<file path="src/rtl/vga_box_renderer_if.sv">
// Colour-config handshake for vga_box_renderer: one write carries both box and background colour.
interface vga_box_renderer_if;
  logic        cfg_valid;
  logic        cfg_ready;
  logic [23:0] cfg_box_rgb;
  logic [23:0] cfg_bg_rgb;

  modport master (output cfg_valid, output cfg_box_rgb, output cfg_bg_rgb, input cfg_ready);
  modport slave  (input cfg_valid, input cfg_box_rgb, input cfg_bg_rgb, output cfg_ready);
endinterface

</file>
<file path="src/rtl/vga_box_renderer.sv">
// Bouncing-box pixel colour stage behind a VGA timing generator; colours commit at frame end.
// Optional screen-edge white border enabled by defining VGA_BOX_BORDER_EN.
module vga_box_renderer #(
  parameter int unsigned BOX_W = 32,
  parameter int unsigned BOX_H = 32,
  parameter int unsigned STEP  = 2,
  parameter int unsigned H_VIS = 640,
  parameter int unsigned V_VIS = 480
) (
  input  logic                clk,
  input  logic                n_rst,
  input  logic                vga_clk_i,
  input  logic [9:0]          hpix_i,
  input  logic [9:0]          vpix_i,
  input  logic                frame_end_i,
  input  logic                pause_i,
  vga_box_renderer_if.slave   cfg,
  output logic [7:0]          red_o,
  output logic [7:0]          green_o,
  output logic [7:0]          blue_o,
  output logic                box_hit_o
);

  localparam logic [10:0] XMax  = 11'(H_VIS - BOX_W);
  localparam logic [10:0] YMax  = 11'(V_VIS - BOX_H);
  localparam logic [10:0] StepW = 11'(STEP);
  localparam logic [10:0] BoxW  = 11'(BOX_W);
  localparam logic [10:0] BoxH  = 11'(BOX_H);

  localparam logic [0:0] CfgIdle = 1'b0;
  localparam logic [0:0] CfgPend = 1'b1;

  logic        frame_end_q;
  logic        frame_tick;
  logic [10:0] box_x_q, box_x_d, box_y_q, box_y_d;
  logic        dx_q, dx_d, dy_q, dy_d;  // 1 = moving in the + direction
  logic [0:0]  cfg_st_q, cfg_st_d;
  logic [23:0] box_rgb_q, box_rgb_d, bg_rgb_q, bg_rgb_d;
  logic [23:0] sh_box_q, sh_box_d, sh_bg_q, sh_bg_d;
  logic        vis, in_box, vis_q, in_box_q;
  logic [10:0] hx, vy;
  logic [23:0] rgb_d, rgb_q;
  logic        hit_q;

  assign frame_tick = frame_end_i & ~frame_end_q;
  assign cfg.cfg_ready = (cfg_st_q == CfgIdle);

  always_comb begin
    box_x_d = box_x_q;
    box_y_d = box_y_q;
    dx_d    = dx_q;
    dy_d    = dy_q;
    if (frame_tick && !pause_i) begin
      if (dx_q) begin
        if (box_x_q + StepW >= XMax) begin
          box_x_d = XMax;
          dx_d    = 1'b0;
        end else begin
          box_x_d = box_x_q + StepW;
        end
      end else if (box_x_q <= StepW) begin
        box_x_d = '0;
        dx_d    = 1'b1;
      end else begin
        box_x_d = box_x_q - StepW;
      end
      if (dy_q) begin
        if (box_y_q + StepW >= YMax) begin
          box_y_d = YMax;
          dy_d    = 1'b0;
        end else begin
          box_y_d = box_y_q + StepW;
        end
      end else if (box_y_q <= StepW) begin
        box_y_d = '0;
        dy_d    = 1'b1;
      end else begin
        box_y_d = box_y_q - StepW;
      end
    end
  end

  // An accept in IDLE never commits in the same cycle; the commit waits for the next tick.
  always_comb begin
    cfg_st_d  = cfg_st_q;
    sh_box_d  = sh_box_q;
    sh_bg_d   = sh_bg_q;
    box_rgb_d = box_rgb_q;
    bg_rgb_d  = bg_rgb_q;
    if (cfg_st_q == CfgIdle) begin
      if (cfg.cfg_valid) begin
        sh_box_d = cfg.cfg_box_rgb;
        sh_bg_d  = cfg.cfg_bg_rgb;
        cfg_st_d = CfgPend;
      end
    end else if (frame_tick) begin
      box_rgb_d = sh_box_q;
      bg_rgb_d  = sh_bg_q;
      cfg_st_d  = CfgIdle;
    end
  end

  always_comb begin
    hx     = {1'b0, hpix_i};
    vy     = {1'b0, vpix_i};
    vis    = (hpix_i != 10'h3FF) && (vpix_i != 10'h3FF);
    in_box = vis && (hx >= box_x_q) && (hx <= box_x_q + BoxW - 11'd1)
                 && (vy >= box_y_q) && (vy <= box_y_q + BoxH - 11'd1);
  end

`ifdef VGA_BOX_BORDER_EN
  logic border, border_q;

  assign border = vis && ((hpix_i == 10'd0) || (hpix_i == 10'(H_VIS - 1)) ||
                          (vpix_i == 10'd0) || (vpix_i == 10'(V_VIS - 1)));

  always_ff @(posedge clk or negedge n_rst) begin
    if (!n_rst) begin
      border_q <= 1'b0;
    end else if (vga_clk_i) begin
      border_q <= border;
    end
  end

  always_comb begin
    rgb_d = '0;
    if (border_q)      rgb_d = 24'hFFFFFF;
    else if (in_box_q) rgb_d = box_rgb_q;
    else if (vis_q)    rgb_d = bg_rgb_q;
  end
`else
  always_comb begin
    rgb_d = '0;
    if (in_box_q)   rgb_d = box_rgb_q;
    else if (vis_q) rgb_d = bg_rgb_q;
  end
`endif

  always_ff @(posedge clk or negedge n_rst) begin
    if (!n_rst) begin
      frame_end_q <= 1'b0;
      box_x_q     <= '0;
      box_y_q     <= '0;
      dx_q        <= 1'b1;
      dy_q        <= 1'b1;
      cfg_st_q    <= CfgIdle;
      box_rgb_q   <= 24'hFF0000;
      bg_rgb_q    <= 24'h000000;
      sh_box_q    <= '0;
      sh_bg_q     <= '0;
      vis_q       <= 1'b0;
      in_box_q    <= 1'b0;
      rgb_q       <= '0;
      hit_q       <= 1'b0;
    end else begin
      frame_end_q <= frame_end_i;
      box_x_q     <= box_x_d;
      box_y_q     <= box_y_d;
      dx_q        <= dx_d;
      dy_q        <= dy_d;
      cfg_st_q    <= cfg_st_d;
      box_rgb_q   <= box_rgb_d;
      bg_rgb_q    <= bg_rgb_d;
      sh_box_q    <= sh_box_d;
      sh_bg_q     <= sh_bg_d;
      if (vga_clk_i) begin
        vis_q    <= vis;
        in_box_q <= in_box;
        rgb_q    <= rgb_d;
        hit_q    <= in_box_q;
      end
    end
  end

  assign red_o     = rgb_q[23:16];
  assign green_o   = rgb_q[15:8];
  assign blue_o    = rgb_q[7:0];
  assign box_hit_o = hit_q;

endmodule

</file>
<file path="src/flat_wrapper.sv">
// flat-port wrapper written by rule: the top's interface ports become plain ports
module vga_box_renderer_flat 
#(
  parameter int unsigned BOX_W = 32,
  parameter int unsigned BOX_H = 32,
  parameter int unsigned STEP  = 2,
  parameter int unsigned H_VIS = 640,
  parameter int unsigned V_VIS = 480
)
  (clk, n_rst, vga_clk_i, hpix_i, vpix_i, frame_end_i, pause_i, red_o, green_o, blue_o, box_hit_o, cfg_cfg_valid, cfg_cfg_box_rgb, cfg_cfg_bg_rgb, cfg_cfg_ready);
  vga_box_renderer_if cfg_i ();
  input  logic clk;
  input  logic n_rst;
  input  logic vga_clk_i;
  input  logic [9:0] hpix_i;
  input  logic [9:0] vpix_i;
  input  logic frame_end_i;
  input  logic pause_i;
  output logic [7:0] red_o;
  output logic [7:0] green_o;
  output logic [7:0] blue_o;
  output logic box_hit_o;
  input wire logic [$bits(cfg_i.cfg_valid)-1:0] cfg_cfg_valid;
  input wire logic [$bits(cfg_i.cfg_box_rgb)-1:0] cfg_cfg_box_rgb;
  input wire logic [$bits(cfg_i.cfg_bg_rgb)-1:0] cfg_cfg_bg_rgb;
  output wire logic [$bits(cfg_i.cfg_ready)-1:0] cfg_cfg_ready;
  assign cfg_i.cfg_valid = cfg_cfg_valid;
  assign cfg_i.cfg_box_rgb = cfg_cfg_box_rgb;
  assign cfg_i.cfg_bg_rgb = cfg_cfg_bg_rgb;
  assign cfg_cfg_ready = cfg_i.cfg_ready;
  vga_box_renderer #(.BOX_W(BOX_W), .BOX_H(BOX_H), .STEP(STEP), .H_VIS(H_VIS), .V_VIS(V_VIS)) u_core (.clk(clk), .n_rst(n_rst), .vga_clk_i(vga_clk_i), .hpix_i(hpix_i), .vpix_i(vpix_i), .frame_end_i(frame_end_i), .pause_i(pause_i), .cfg(cfg_i), .red_o(red_o), .green_o(green_o), .blue_o(blue_o), .box_hit_o(box_hit_o));
endmodule
</file>
<file path="config.mk">
export PLATFORM = sky130hd
export DESIGN_NAME = vga_box_renderer_flat
export DESIGN_NICKNAME = d
export VERILOG_FILES = /design/src/rtl/vga_box_renderer_if.sv /design/src/rtl/vga_box_renderer.sv /design/src/flat_wrapper.sv
export SDC_FILE = /design/constraint.sdc
export NUM_CORES = 1
export LEC_CHECK = 0
export ABC_CLOCK_PERIOD_IN_PS = 7900
export BUFFER_PORTS_ARGS = -buffer_cell sky130_fd_sc_hd__buf_2
export CORE_ASPECT_RATIO = 1.25
export CORE_MARGIN = 5
export CORE_UTILIZATION = 30
export DETAILED_ROUTE_END_ITERATION = 6
export PLACE_DENSITY = 0.43
export SYNTH_ARGS = -nofsm -noshare
export SYNTH_HDL_FRONTEND = slang
export SYNTH_SLANG_ARGS = --single-unit
export TNS_END_PERCENT = 1
</file>
<file path="constraint.sdc">
create_clock -name clk -period 7.9 [get_ports clk]
set_input_delay 1.58 -clock clk [delete_from_list [all_inputs] [get_ports clk]]
set_output_delay 1.58 -clock clk [all_outputs]
set_load 0.05 [all_outputs]
</file>
==> results of run 1 <==
==> flip-flops by register name, summed over array words and instances, names as in the netlist <==
register            count
u_core.frame_end_q      1
u_core.box_y_q         10
u_core.dy_q             1
u_core.box_hit_o        1
u_core.bg_rgb_q        24
u_core.box_x_q         10
u_core.sh_bg_q         24
u_core.in_box_q         1
u_core.sh_box_q        24
u_core.rgb_q           24
u_core.box_rgb_q       24
u_core.vis_q            1
u_core.dx_q             1
u_core.cfg_st_q         1
==> critical path, cell delays in order (launching register included) <==
cell                        delay, ps
sky130_fd_sc_hd__dfrtp_1          520
sky130_fd_sc_hd__inv_1            230
sky130_fd_sc_hd__ha_1             330
sky130_fd_sc_hd__nor3b_1          480
sky130_fd_sc_hd__nor2_1           120
sky130_fd_sc_hd__xnor2_1          150
sky130_fd_sc_hd__ha_1             310
sky130_fd_sc_hd__nand3_1          150
sky130_fd_sc_hd__nor2_1            60
sky130_fd_sc_hd__a221oi_1         290
sky130_fd_sc_hd__o2111a_1         210
sky130_fd_sc_hd__a2bb2oi_1        150
==> final timing paths <==
path / from / end / slack (ps) / depth (start not counted)
worst max-delay path: u_core.box_y_q[1] / u_core.in_box_q / 4820 / 11
worst min-delay path: u_core.sh_box_q[16] / u_core.box_rgb_q[16] / 500 / 1
worst max register to register: u_core.box_y_q[1] / u_core.in_box_q / 4820 / 11
worst min register to register: u_core.sh_box_q[16] / u_core.box_rgb_q[16] / 500 / 1
max in group asynchronous: n_rst / u_core.frame_end_q / 5300 / 2
min in group asynchronous: n_rst / u_core.box_y_q[7] / 1200 / 1
==> cell type report <==
type | count | share of cell area [%]
repair buffers | 105 | 5.944
multi-input cells | 497 | 41.58
well taps | 340 | 4.625
diodes | 1 | 0.02720
flip-flops and latches | 147 | 40.13
clock inverters | 13 | 1.986
inverters | 22 | 0.8977
clock buffers | 19 | 4.815
==> power breakdown <==
part	total [mW]	switching, mW	leakage, nW	internal (mW)
Combinational	1.15	0.675	1.94	0.478
Sequential	1.28	0.249	1.71	1.03
Clock	0.851	0.315	0.295	0.536
Total	3.28	1.24	3.94	2.04
==> cell usage in the layout (no fill, tap or decap), drive strengths merged, types with 3 or more instances in the layout <==
cell	n
clkinvlp	4
buf	105
dfstp	10
o21ai	42
a22oi	25
clkinv	4
a21oi	45
nor2	57
o21a	4
ha	44
o31ai	6
a31oi	4
nand3	16
a211oi	4
o2111ai	3
xnor2	19
nor2b	5
bufinv	4
nand2	23
inv	23
nor3b	4
and2	5
clkbuf	19
and3	4
a21o	8
nor3	16
mux2	97
nor4	7
dfrtp	137
a32oi	3
nand4	13
==> per-layer routing <==
layer	vias up	wire [um]	track usage (%)
li1	2748	-	-
met1	2887	8980	17.64
met2	137	9723	23.10
met3	30	1070	4.323
met4	8	295	3.942
met5	-	46	0
==> stage by stage <==
step | std cells | util [%] | instance area [um2]
final | 1144 | 35.59 | 9199
after global routing | 1144 | 35.59 | 9199
after CTS | 1143 | 35.58 | 9196
after detailed placement | 1111 | 33.16 | 8571
after global placement | 1111 | 33.16 | 8571
after floorplan | 709 | - | 7791
==> cells by family (layout without fill, tap and decap cells) <==
family,count (synthesis),count (layout),share of synthesized area (%)
other cells,0,1,0
simple gates,164,164,10.90
flops,147,147,47.37
xor+xnor,21,21,2.361
compound gates,169,169,14.29
buf+inv,65,159,3.726
mux,99,99,14.28
fa+ha+maj,44,44,7.066
==> reports/qor.json, run 1 <==
{
  "clocking": {
    "setup_fix_buffers_added_after_clock_tree_synthesis": 0,
    "clock_tree.buffer_depth": 2,
    "worst_setup_hold_path_clk_slew_ps": 60,
    "cts.sinks": 147,
    "cts-buffers-inserted": 17,
    "holdBufCountCts": 0,
    "post_cts_resized": 0,
    "cts.root.buffer_cell": "sky130_fd_sc_hd__clkbuf_16",
    "tritoncts": "built",
    "insertion_delay_ps": 420,
    "cts.htree.levels": 4
  },
  "placed_design": {
    "detailedPlace.worstSlack_ps": 4658,
    "gp_congestion": 0.8495,
    "dp_hpwl_um": 14290,
    "port_buffers": 99
  },
  "power": {
    "ir_drop_mv": 0.1809,
    "pwr_density_cell_nw_per_um2": 356.7,
    "total_power_mw": 3.281,
    "power.leakage_nw": 3.938
  },
  "sta": {
    "finalHoldViolations": 0,
    "fmax_mhz": 324.7,
    "postLayoutSetupSlackWorst_ps": 4820,
    "rsz0062_at_grt": "no",
    "timing.max_slew.rel_slack_pct": 29.97,
    "period_minus_slack_ps": 3080,
    "slew_violations": 0,
    "worst_pin_slew_ps": 1051,
    "setup_total_negative_slack_ps": 0,
    "fin_worst_hold_slack_ps": 499.2,
    "worst_clk_skew_ps": 5.865,
    "final.period_utilization_pct": 38.98,
    "setup_violations": 0
  },
  "drt": {
    "num_vias": 5810,
    "detail_route.wl_per_cell_um": 17.58,
    "ant_nets": 0,
    "drcViolationCount": 0,
    "via_per_inst": 5.079,
    "detailedRoute.firstPassIterationCount": 4,
    "routed_wirelength_um": 20120,
    "drtIter0Drc": 368
  },
  "cells_and_area": {
    "final-seq-area_um2": 3691,
    "multi_input_area_um2": 3825,
    "synthToLayoutAreaGrowth_pct": 18.07,
    "fillerInstances": 2579,
    "final_net_count": 908,
    "layout-drive-gt1-share_pct": 32.38
  },
  "synthesis": {
    "synth_top_cell_by_area": "sky130_fd_sc_hd__dfrtp_1",
    "synthesis.area_per_instance_um2": 10.99,
    "synth.cells.most_frequent": "137 x sky130_fd_sc_hd__dfrtp_1, 97 x sky130_fd_sc_hd__mux2_2, 56 x sky130_fd_sc_hd__nor2_1, 44 x sky130_fd_sc_hd__a21oi_1, 44 x sky130_fd_sc_hd__ha_1",
    "netlist.area_leader.share_pct": 44.00,
    "synth-main-ff-cell": "sky130_fd_sc_hd__dfrtp_1",
    "post_synth_main_area_contributors": "sky130_fd_sc_hd__dfrtp_1 44%, sky130_fd_sc_hd__mux2_2 14%, sky130_fd_sc_hd__ha_1 7.1%",
    "synth_edf_count": 0,
    "postSynth.asyncResetShare_pct": 100.0,
    "netlist_area_um2": 7791,
    "synth_seq_area_share_pct": 47.37,
    "synth_cells": 709,
    "synth_warnings": 0,
    "synthDistinctLibCells": 70,
    "synthesis.nets": 827,
    "yosys_register_bits": 147,
    "post-synth-top-count-cell": "sky130_fd_sc_hd__dfrtp_1"
  },
  "die": {
    "die-area_um2": 29310,
    "floorplan.die.height_um": 190.2,
    "total_i_o_pin_count": 100,
    "standard_cell_rows": 66,
    "initial_utilization_pct": 30.14,
    "fp.dieW_um": 154.1,
    "core_area_um2": 25850
  },
  "setup_path": {
    "timing.critical_path.fanout_max": 10,
    "cp.required_ps": 8240,
    "critPathCaptureType": "flop",
    "worst_ep_arrival_time_ps": 3420,
    "cp_startpoint_kind": "flop",
    "timing.setup.critical_path_class": "reg2reg"
  },
  "grt": {
    "antenna_violations_before_repair": 5,
    "grt_pass1_vias": 6224,
    "overflow": 0,
    "grt_start_max_net_pins": 81,
    "grt_pass1_wl_um": 32980,
    "groute.usage.overall_pct": 13.96
  },
  "flow_run": {
    "max-cap-violations": 0
  },
  "hold_path": {
    "hold_path_class": "reg2reg"
  },
  "status": {
    "run_status": "finished, final reports clean"
  }
}
Note: power is estimated with default switching activity, not from simulation.
==> run 2: changes to the inputs <==
--- a/config.mk
+++ b/config.mk
@@ -5,7 +5,8 @@
 export SDC_FILE = /design/constraint.sdc
 export NUM_CORES = 1
 export LEC_CHECK = 0
-export ABC_CLOCK_PERIOD_IN_PS = 7900
+export ABC_AREA = 1
+export ABC_CLOCK_PERIOD_IN_PS = 2900
 export BUFFER_PORTS_ARGS = -buffer_cell sky130_fd_sc_hd__buf_2
 export CORE_ASPECT_RATIO = 1.25
 export CORE_MARGIN = 5
==> constraint.sdc (replaced) <==
create_clock -name clk -period 2.9 [get_ports clk]
set_input_delay 0.58 -clock clk [delete_from_list [all_inputs] [get_ports clk]]
set_output_delay 0.58 -clock clk [all_outputs]
set_load 0.05 [all_outputs]
==> run 2 against run 1 <==
Net effect:
- worst setup slack lost 4500 ps
- first-iteration DRC count shrank 8.2%
- clock power grew to 2.5 times the previous value
- register-to-register slack lost 4500 ps
- sequential power grew to 2.8 times the previous value
- highest routed layer is now met4
- critical endpoint unchanged
- combinational power grew to 3.4 times the previous value
- design area grew 0.34%
- area after synthesis is essentially flat
- via count grew 7.8%
- sequential share of layout area shrank 0.14 points
==> reports/qor.json, run 2 <==
{
  "sta": {
    "setup_total_negative_slack": {"value": 0, "unit": "ps", "change": "unchanged"},
    "period_minus_slack": {"value": 2561, "unit": "ps", "change": "was 3080 ps"},
    "rsz0062_at_grt": {"value": "no", "change": "unchanged"},
    "setup_violations": {"value": 0, "change": "unchanged"},
    "finalHoldViolations": {"value": 0, "change": "unchanged"},
    "fin_worst_hold_slack": {"value": 138.6, "unit": "ps", "change": "was 499.2 ps"},
    "fmax": {"value": 390.4, "unit": "MHz", "change": "was 324.7 MHz"},
    "timing.max_slew.rel_slack": {"value": 53.11, "unit": "%", "change": "was 29.97%"},
    "slew_violations": {"value": 0, "change": "unchanged"},
    "final.period_utilization": {"value": 88.33, "unit": "%", "change": "was 38.98%"},
    "worst_pin_slew": {"value": 702.6, "unit": "ps", "change": "was 1051 ps"},
    "worst_clk_skew": {"value": 6.279, "unit": "ps", "change": "was 5.865 ps"}
  },
  "setup_path": {
    "critPathCaptureType": {"value": "flop", "change": "unchanged"},
    "cp_startpoint_kind": {"value": "flop", "change": "unchanged"},
    "cp.required": {"value": 3240, "unit": "ps", "change": "was 8240 ps"},
    "reg2regPathDepth": {"value": 13, "change": "was 11"},
    "worst-r2r-setup-slack": {"value": 340, "unit": "ps", "change": "was 4820 ps"},
    "timing.rr.end": {"value": "u_core.in_box_q", "change": "unchanged"},
    "worst_ep_arrival_time": {"value": 2900, "unit": "ps", "change": "was 3420 ps"},
    "timing.setup.critical_path_class": {"value": "reg2reg", "change": "unchanged"},
    "cp-startpoint": {"value": "u_core.box_y_q[1]", "change": "unchanged"},
    "regToRegStartpoint": {"value": "u_core.box_y_q[1]", "change": "unchanged"},
    "timing.critical_path.fanout_max": {"value": 6, "change": "was 10"},
    "capturing_instance_or_port_of_the_critical_path": {"value": "u_core.in_box_q", "change": "unchanged"}
  },
  "cells_and_area": {
    "multi_input_area": {"value": 3496, "unit": "um2", "change": "was 3825 um2"},
    "layout.cells.most_common": {"value": "sky130_fd_sc_hd__nand2_1", "change": "was sky130_fd_sc_hd__dfrtp_1"},
    "most_frequent_cells_in_the_layout": {"value": "195 x sky130_fd_sc_hd__nand2_1, 137 x sky130_fd_sc_hd__dfrtp_1, 104 x sky130_fd_sc_hd__inv_1", "change": "was 137 x sky130_fd_sc_hd__dfrtp_1, 98 x sky130_fd_sc_hd__buf_2, 97 x sky130_fd_sc_hd__mux2_2"},
    "fillerInstances": {"value": 2804, "change": "was 2579"},
    "final_area": {"value": 9230, "unit": "um2", "change": "was 9199 um2"},
    "final_net_count": {"value": 1145, "change": "was 908"},
    "layout-drive-gt1-share": {"value": 16.63, "unit": "%", "change": "was 32.38%"},
    "final_core_utilization": {"value": 35.71, "unit": "%", "change": "was 35.59%"},
    "antenna_cells": {"value": 0, "change": "was 1"},
    "final-seq-area": {"value": 3691, "unit": "um2", "change": "unchanged"},
    "synthToLayoutAreaGrowth": {"value": 18.37, "unit": "%", "change": "was 18.07%"},
    "finalNonFillerCells": {"value": 1380, "change": "was 1144"}
  },
  "synthesis": {
    "synth.cells.most_frequent": {"value": "196 x sky130_fd_sc_hd__nand2_1, 137 x sky130_fd_sc_hd__dfrtp_1, 104 x sky130_fd_sc_hd__inv_1, 91 x sky130_fd_sc_hd__nor2_1, 88 x sky130_fd_sc_hd__o21ai_0", "change": "was 137 x sky130_fd_sc_hd__dfrtp_1, 97 x sky130_fd_sc_hd__mux2_2, 56 x sky130_fd_sc_hd__nor2_1, 44 x sky130_fd_sc_hd__a21oi_1, 44 x sky130_fd_sc_hd__ha_1"},
    "synth_edf_count": {"value": 0, "change": "unchanged"},
    "synthesis.area_per_instance": {"value": 8.295, "unit": "um2", "change": "was 10.99 um2"},
    "synth-main-ff-cell": {"value": "sky130_fd_sc_hd__dfrtp_1", "change": "unchanged"},
    "netlist_area": {"value": 7797, "unit": "um2", "change": "was 7791 um2"},
    "yosys_register_bits": {"value": 147, "change": "unchanged"},
    "netlist.area_leader.share": {"value": 43.97, "unit": "%", "change": "was 44.00%"},
    "post_synth_main_area_contributors": {"value": "sky130_fd_sc_hd__dfrtp_1 44%, sky130_fd_sc_hd__nand2_1 9.4%, sky130_fd_sc_hd__ha_1 7.1%", "change": "was sky130_fd_sc_hd__dfrtp_1 44%, sky130_fd_sc_hd__mux2_2 14%, sky130_fd_sc_hd__ha_1 7.1%"},
    "synthesis.nets": {"value": 1058, "change": "was 827"},
    "synth_top_cell_by_area": {"value": "sky130_fd_sc_hd__dfrtp_1", "change": "unchanged"},
    "synth_cells": {"value": 940, "change": "was 709"},
    "post-synth-top-count-cell": {"value": "sky130_fd_sc_hd__nand2_1", "change": "was sky130_fd_sc_hd__dfrtp_1"},
    "synth_seq_area_share": {"value": 47.34, "unit": "%", "change": "was 47.37%"},
    "postSynth.asyncResetShare": {"value": 100.0, "unit": "%", "change": "unchanged"},
    "synth_warnings": {"value": 0, "change": "unchanged"},
    "synthDistinctLibCells": {"value": 44, "change": "was 70"}
  },
  "grt": {
    "groute.usage.overall": {"value": 14.50, "unit": "%", "change": "was 13.96%"},
    "overflow": {"value": 0, "change": "unchanged"},
    "grt_pass1_wl": {"value": 34000, "unit": "um", "change": "was 32980 um"},
    "grt_start_max_net_pins": {"value": 79, "change": "was 81"},
    "antenna_violations_before_repair": {"value": 0, "change": "was 5"},
    "grt_pass1_vias": {"value": 6322, "change": "was 6224"}
  },
  "drt": {
    "detailedRoute.firstPassIterationCount": {"value": 4, "change": "unchanged"},
    "ant_nets": {"value": 0, "change": "unchanged"},
    "via_per_inst": {"value": 4.540, "change": "was 5.079"},
    "drtIter0Drc": {"value": 338, "change": "was 368"},
    "routed_wirelength": {"value": 20730, "unit": "um", "change": "was 20120 um"},
    "drcViolationCount": {"value": 0, "change": "unchanged"},
    "num_vias": {"value": 6265, "change": "was 5810"},
    "detail_route.wl_per_cell": {"value": 15.02, "unit": "um", "change": "was 17.58 um"}
  },
  "die": {
    "initial_utilization": {"value": 30.17, "unit": "%", "change": "was 30.14%"},
    "floorplan.die.height": {"value": 190.3, "unit": "um", "change": "was 190.2 um"},
    "die-area": {"value": 29340, "unit": "um2", "change": "was 29310 um2"},
    "core_area": {"value": 25850, "unit": "um2", "change": "unchanged"},
    "total_i_o_pin_count": {"value": 100, "change": "unchanged"},
    "fp.dieW": {"value": 154.2, "unit": "um", "change": "was 154.1 um"},
    "standard_cell_rows": {"value": 66, "change": "unchanged"}
  },
  "placed_design": {
    "port_buffers": {"value": 99, "change": "unchanged"},
    "dp_hpwl": {"value": 15370, "unit": "um", "change": "was 14290 um"},
    "numPlacedInstances": {"value": 1348, "change": "was 1111"},
    "dpl_cell_area": {"value": 8648, "unit": "um2", "change": "was 8571 um2"},
    "gp_congestion": {"value": 0.8684, "change": "was 0.8495"}
  },
  "clocking": {
    "holdBufCountCts": {"value": 0, "change": "unchanged"},
    "setup_fix_buffers_added_after_clock_tree_synthesis": {"value": 0, "change": "unchanged"},
    "cts.htree.levels": {"value": 4, "change": "unchanged"},
    "clock_tree.buffer_depth": {"value": 2, "change": "unchanged"},
    "cts.sinks": {"value": 147, "change": "unchanged"},
    "post_cts_resized": {"value": 0, "change": "unchanged"},
    "cts.root.buffer_cell": {"value": "sky130_fd_sc_hd__clkbuf_16", "change": "unchanged"},
    "insertion_delay": {"value": 420, "unit": "ps", "change": "about the same"},
    "tritoncts": {"value": "built", "change": "unchanged"},
    "cts-buffers-inserted": {"value": 17, "change": "unchanged"},
    "worst_setup_hold_path_clk_slew": {"value": 60, "unit": "ps", "change": "about the same"}
  },
  "status": {
    "run_status": {"value": "finished, final reports clean", "change": "unchanged"}
  },
  "power": {
    "pwr_density_cell": {"value": 1040, "unit": "nW/um2", "change": "was 356.7 nW/um2"},
    "ir_drop": {"value": 0.4035, "unit": "mV", "change": "was 0.1809 mV"},
    "power.leakage": {"value": 4.674, "unit": "nW", "change": "was 3.938 nW"}
  },
  "hold_path": {
    "hold_path_class": {"value": "in2async", "change": "was reg2reg"}
  },
  "flow_run": {
    "max-cap-violations": {"value": 0, "change": "unchanged"}
  }
}
run 2: cell types whose count changed after synthesis, moves of 27 or more:
cell / change
sky130_fd_sc_hd__a21oi_1: +31
sky130_fd_sc_hd__mux2_2: -94
sky130_fd_sc_hd__nor2_1: +35
sky130_fd_sc_hd__nand3_1: +27
sky130_fd_sc_hd__nand2_1: +174
sky130_fd_sc_hd__inv_1: +83
sky130_fd_sc_hd__o21ai_0: +52
run 2: critical path, cell delays in order, from the launching register on:
cell and delay [ps]:
sky130_fd_sc_hd__dfrtp_1 460, sky130_fd_sc_hd__inv_1 160, sky130_fd_sc_hd__ha_1 270, sky130_fd_sc_hd__nand2_1 80, sky130_fd_sc_hd__nor2_1 70, sky130_fd_sc_hd__or2_2 310
sky130_fd_sc_hd__xor2_1 150, sky130_fd_sc_hd__ha_1 300, sky130_fd_sc_hd__nand2_1 90, sky130_fd_sc_hd__nor3_1 180, sky130_fd_sc_hd__nand4_1 120, sky130_fd_sc_hd__nand3_1 100
sky130_fd_sc_hd__a21oi_1 60, sky130_fd_sc_hd__o21bai_1 150
run 2: cells by family after synthesis:
| kind of cell | Yosys count | share of synthesized area, % |
|---|---|---|
| AND/OR/NAND/NOR | 374 | 20.73 |
| XOR/XNOR | 22 | 2.567 |
| flip-flops | 147 | 47.34 |
| AO/OA/AOI/OAI | 199 | 13.91 |
| buffers and inverters | 151 | 7.959 |
| adder cells (fa/ha/maj) | 44 | 7.060 |
| multiplexers | 3 | 0.4332 |
run 2: metal layers:
metal  vias up  part of all wire, %  global-route usage (%)
met5         -                    0                       0
met4         0                  1.9                   4.893
met3        27                  2.5                   2.770
met2       103                   47                   23.47
met1      2889                   48                   19.53
li1       3246                    -                       -
run 2: worst min path at each step:
stage,to,slack (ps)
detailed placement,u_core.cfg_st_q,460
floorplan,u_core.bg_rgb_q[0],280
CTS,u_core.bg_rgb_q[1],140
global route,u_core.bg_rgb_q[1],160
global placement,u_core.cfg_st_q,450
finish,u_core.sh_bg_q[1],140
run 2: power breakdown:
group | switching, mW | internal [mW] | total (mW)
sequential | 0.647 | 2.93 | 3.58
combinational | 2.59 | 1.28 | 3.87
clock | 0.827 | 1.33 | 2.16
run 2: through the flow:
| stage | setup WS [ps] | total power [mW] |
|---|---|---|
| CTS | 302.3 | 9.758 |
| global route | 118.7 | 10.43 |
| detailed placement | 315.2 | 7.531 |
| floorplan | 637.0 | 6.422 |
| finish | 338.6 | 9.602 |
| global placement | 419.2 | 7.487 |
run 2: cell type report:
type / count / area share (%)
Clock buffer: 23 / 5.178
Timing Repair Buffer: 108 / 6.710
Sequential cell: 147 / 39.99
Clock inverter: 9 / 1.125
Inverter: 111 / 4.514
Multi-Input combinational cell: 642 / 37.87
Tap cell: 340 / 4.609
==> run 3: changes to the inputs <==
--- a/config.mk
+++ b/config.mk
@@ -5,7 +5,6 @@
 export SDC_FILE = /design/constraint.sdc
 export NUM_CORES = 1
 export LEC_CHECK = 0
-export ABC_AREA = 1
 export ABC_CLOCK_PERIOD_IN_PS = 2900
 export BUFFER_PORTS_ARGS = -buffer_cell sky130_fd_sc_hd__buf_2
 export CORE_ASPECT_RATIO = 1.25
==> run 3 against run 2 <==
Net effect:
- core utilization is 0.44 points higher
- largest cell class is now multi-input gates
- clock skew is 1.3 ps higher
- sequential power shrank 4%
- sequential share of layout area shrank 0.49 points
- global-route usage about the same
==> reports/qor.json, run 3 (synthesis results as in run 1) <==
{
  "status": {
    "run_status": {"value": "finished, final reports clean", "change": "unchanged"}
  },
  "clocking": {
    "clock_tree.buffer_depth": {"value": 2, "change": "unchanged"},
    "cts.htree.levels": {"value": 4, "change": "unchanged"},
    "setup_fix_buffers_added_after_clock_tree_synthesis": {"value": 0, "change": "unchanged"},
    "post_cts_resized": {"value": 0, "change": "unchanged"},
    "tritoncts": {"value": "built", "change": "unchanged"},
    "cts.root.buffer_cell": {"value": "sky130_fd_sc_hd__clkbuf_16", "change": "unchanged"},
    "holdBufCountCts": {"value": 0, "change": "unchanged"},
    "cts.sinks": {"value": 147, "change": "unchanged"},
    "insertion_delay": {"value": 420, "unit": "ps", "change": "about the same"},
    "cts-buffers-inserted": {"value": 17, "change": "unchanged"},
    "worst_setup_hold_path_clk_slew": {"value": 60, "unit": "ps", "change": "about the same"}
  },
  "cells_and_area": {
    "final-seq-area": {"value": 3691, "unit": "um2", "change": "unchanged"},
    "final_core_utilization": {"value": 36.15, "unit": "%", "change": "was 35.71%"},
    "final_net_count": {"value": 919, "change": "was 1145"},
    "multi_input_area": {"value": 3825, "unit": "um2", "change": "was 3496 um2"},
    "most_frequent_cells_in_the_layout": {"value": "137 x sky130_fd_sc_hd__dfrtp_1, 98 x sky130_fd_sc_hd__buf_2, 97 x sky130_fd_sc_hd__mux2_2", "change": "was 195 x sky130_fd_sc_hd__nand2_1, 137 x sky130_fd_sc_hd__dfrtp_1, 104 x sky130_fd_sc_hd__inv_1"},
    "layout-drive-gt1-share": {"value": 33.17, "unit": "%", "change": "was 16.63%"},
    "fillerInstances": {"value": 2601, "change": "was 2804"},
    "synthToLayoutAreaGrowth": {"value": 19.93, "unit": "%", "change": "was 18.37%"},
    "layout.cells.most_common": {"value": "sky130_fd_sc_hd__dfrtp_1", "change": "was sky130_fd_sc_hd__nand2_1"}
  },
  "sta": {
    "fmax": {"value": 380.0, "unit": "MHz", "change": "was 390.4 MHz"},
    "postLayoutSetupSlackWorst": {"value": 268.5, "unit": "ps", "change": "was 338.6 ps"},
    "worst_pin_slew": {"value": 618.3, "unit": "ps", "change": "was 702.6 ps"},
    "slew_violations": {"value": 0, "change": "unchanged"},
    "period_minus_slack": {"value": 2632, "unit": "ps", "change": "was 2561 ps"},
    "setup_violations": {"value": 0, "change": "unchanged"},
    "fin_worst_hold_slack": {"value": 86.87, "unit": "ps", "change": "was 138.6 ps"},
    "finalHoldViolations": {"value": 0, "change": "unchanged"},
    "setup_total_negative_slack": {"value": 0, "unit": "ps", "change": "unchanged"},
    "timing.max_slew.rel_slack": {"value": 58.69, "unit": "%", "change": "was 53.11%"},
    "final.period_utilization": {"value": 90.74, "unit": "%", "change": "was 88.33%"},
    "rsz0062_at_grt": {"value": "no", "change": "unchanged"},
    "worst_clk_skew": {"value": 7.624, "unit": "ps", "change": "was 6.279 ps"}
  },
  "die": {
    "fp.dieW": {"value": 154.1, "unit": "um", "change": "was 154.2 um"},
    "floorplan.die.height": {"value": 190.2, "unit": "um", "change": "was 190.3 um"},
    "total_i_o_pin_count": {"value": 100, "change": "unchanged"},
    "standard_cell_rows": {"value": 66, "change": "unchanged"},
    "core_area": {"value": 25850, "unit": "um2", "change": "unchanged"},
    "die-area": {"value": 29310, "unit": "um2", "change": "was 29340 um2"},
    "initial_utilization": {"value": 30.14, "unit": "%", "change": "was 30.17%"}
  },
  "setup_path": {
    "capturing_instance_or_port_of_the_critical_path": {"value": "u_core.in_box_q", "change": "unchanged"},
    "crit_path_top_delay_cell": {"value": "sky130_fd_sc_hd__dfrtp_1", "change": "unchanged"},
    "cp.required": {"value": 3240, "unit": "ps", "change": "about the same"},
    "cp_startpoint_kind": {"value": "flop", "change": "unchanged"},
    "critical_path.n_buffers_inverters": {"value": 2, "change": "was 1"},
    "timing.rr.end": {"value": "u_core.in_box_q", "change": "unchanged"},
    "timing.critical_path.depth": {"value": 11, "change": "was 13"},
    "worst_ep_arrival_time": {"value": 2970, "unit": "ps", "change": "was 2900 ps"},
    "critPathCaptureType": {"value": "flop", "change": "unchanged"},
    "cp-startpoint": {"value": "u_core.box_y_q[2]", "change": "was u_core.box_y_q[1]"},
    "critical_path_s_most_frequent_cell": "sky130_fd_sc_hd__ha_1",
    "worst_path_dominant_cell_family": {"value": "compound AO/OA/AOI/OAI gates", "change": "was simple AND/OR/NAND/NOR gates"},
    "reg2regPathDepth": {"value": 11, "change": "was 13"},
    "cpPeakStageDelay": {"value": 470, "unit": "ps", "change": "was 460 ps"},
    "regToRegStartpoint": {"value": "u_core.box_y_q[2]", "change": "was u_core.box_y_q[1]"},
    "timing.setup.critical_path_class": {"value": "reg2reg", "change": "unchanged"},
    "crit_chain": {"value": "inv_1 > ha_1 > nor3b_1 > buf_4 > xnor2_1 > ha_1 > a211oi_1 > o21ai_0 > a221oi_1 > o2111a_1 > a2bb2oi_1", "change": "was inv_1 > ha_1 > nand2_1 > nor2_1 > or2_2 > xor2_1 > ha_1 > nand2_1 > nor3_1 > nand4_1 > nand3_1 > a21oi_1 > o21bai_1"},
    "worst-r2r-setup-slack": {"value": 270, "unit": "ps", "change": "was 340 ps"},
    "timing.critical_path.fanout_max": {"value": 8, "change": "was 6"}
  },
  "flow_run": {
    "max-cap-violations": {"value": 0, "change": "unchanged"}
  },
  "drt": {
    "num_vias": {"value": 5852, "change": "was 6265"},
    "routed_wirelength": {"value": 20640, "unit": "um", "change": "was 20730 um"},
    "detailedRoute.firstPassIterationCount": {"value": 4, "change": "unchanged"},
    "drtIter0Drc": {"value": 412, "change": "was 338"},
    "via_per_inst": {"value": 5.067, "change": "was 4.540"},
    "ant_nets": {"value": 0, "change": "unchanged"},
    "drcViolationCount": {"value": 0, "change": "unchanged"},
    "detail_route.wl_per_cell": {"value": 17.87, "unit": "um", "change": "was 15.02 um"}
  },
  "grt": {
    "grt_pass1_wl": {"value": 33990, "unit": "um", "change": "was 34000 um"},
    "groute.usage.overall": {"value": 14.46, "unit": "%", "change": "was 14.50%"},
    "antenna_violations_before_repair": {"value": 4, "change": "was 0"},
    "overflow": {"value": 0, "change": "unchanged"},
    "grt_start_max_net_pins": {"value": 72, "change": "was 79"},
    "grt_pass1_vias": {"value": 6392, "change": "was 6322"}
  },
  "placed_design": {
    "dp_hpwl": {"value": 15140, "unit": "um", "change": "was 15370 um"},
    "port_buffers": {"value": 99, "change": "unchanged"},
    "gp_congestion": {"value": 0.8953, "change": "was 0.8684"},
    "detailedPlace.worstSlack": {"value": 253.9, "unit": "ps", "change": "was 315.2 ps"}
  },
  "power": {
    "power.leakage": {"value": 4.025, "unit": "nW", "change": "was 4.674 nW"},
    "ir_drop": {"value": 0.5570, "unit": "mV", "change": "was 0.4035 mV"},
    "pwr_density_cell": {"value": 970.7, "unit": "nW/um2", "change": "was 1040 nW/um2"},
    "total_power": {"value": 9.070, "unit": "mW", "change": "was 9.602 mW"}
  },
  "hold_path": {
    "hold_path_class": {"value": "in2async", "change": "unchanged"}
  }
}
run 3: cell count changes in the layout (fill, tap and decap cells not counted), moves of 27 or more:
cell / previous run / this run
sky130_fd_sc_hd__mux2_2: 3 / 97
sky130_fd_sc_hd__nand3_1: 43 / 16
sky130_fd_sc_hd__nor2_1: 90 / 55
sky130_fd_sc_hd__inv_1: 104 / 21
sky130_fd_sc_hd__a21oi_1: 75 / 44
sky130_fd_sc_hd__nand2_1: 195 / 22
sky130_fd_sc_hd__o21ai_0: 88 / 36
run 3: layout make-up:
| class | count | area share, % |
|---|---|---|
| Clock inverter | 9 | 1.607 |
| Timing Repair Buffer | 116 | 7.271 |
| Clock buffer | 23 | 5.222 |
| Multi-Input combinational cell | 497 | 40.93 |
| Antenna cell | 1 | 0.02678 |
| Sequential cell | 147 | 39.50 |
| Tap cell | 340 | 4.553 |
| Inverter | 22 | 0.8838 |
run 3: power breakdown:
group	internal (mW)	switching [mW]
combinational	1.36	1.92
clock	1.53	0.835
sequential	2.80	0.620
total	5.70	3.38
run 3: worst min path at each step:
| stage | start | to | slack (ps) | cells past startpoint |
|---|---|---|---|---|
| 6_report | n_rst | u_core.box_y_q[1] | 90 | 1 |
| 5_1_grt | n_rst | u_core.box_y_q[9] | 120 | 1 |
| 4_1_cts | n_rst | u_core.box_y_q[3] | 90 | 1 |
| 3_5_place_dp | u_core.sh_bg_q[15] | u_core.sh_bg_q[15] | 490 | 1 |
| 3_3_place_gp | u_core.sh_bg_q[9] | u_core.bg_rgb_q[9] | 490 | 1 |
| 2_1_floorplan | n_rst | u_core.bg_rgb_q[0] | 280 | 0 |
run 3: stage by stage:
step | cell area [um2] | instances
4_1_cts | 9341 | 1154
2_1_floorplan | 7791 | 709
3_5_place_dp | 8703 | 1122
5_1_grt | 9341 | 1154
6_report | 9344 | 1155
3_3_place_gp | 8703 | 1122
run 3: metal layers:
metal	wire length (um)	vias to the layer above	GRT usage [%]
li1	-	2783	-
met1	9182	2893	17.66
met2	10060	137	24.83
met3	1008	31	3.914
met4	359	8	4.587
met5	35	-	0
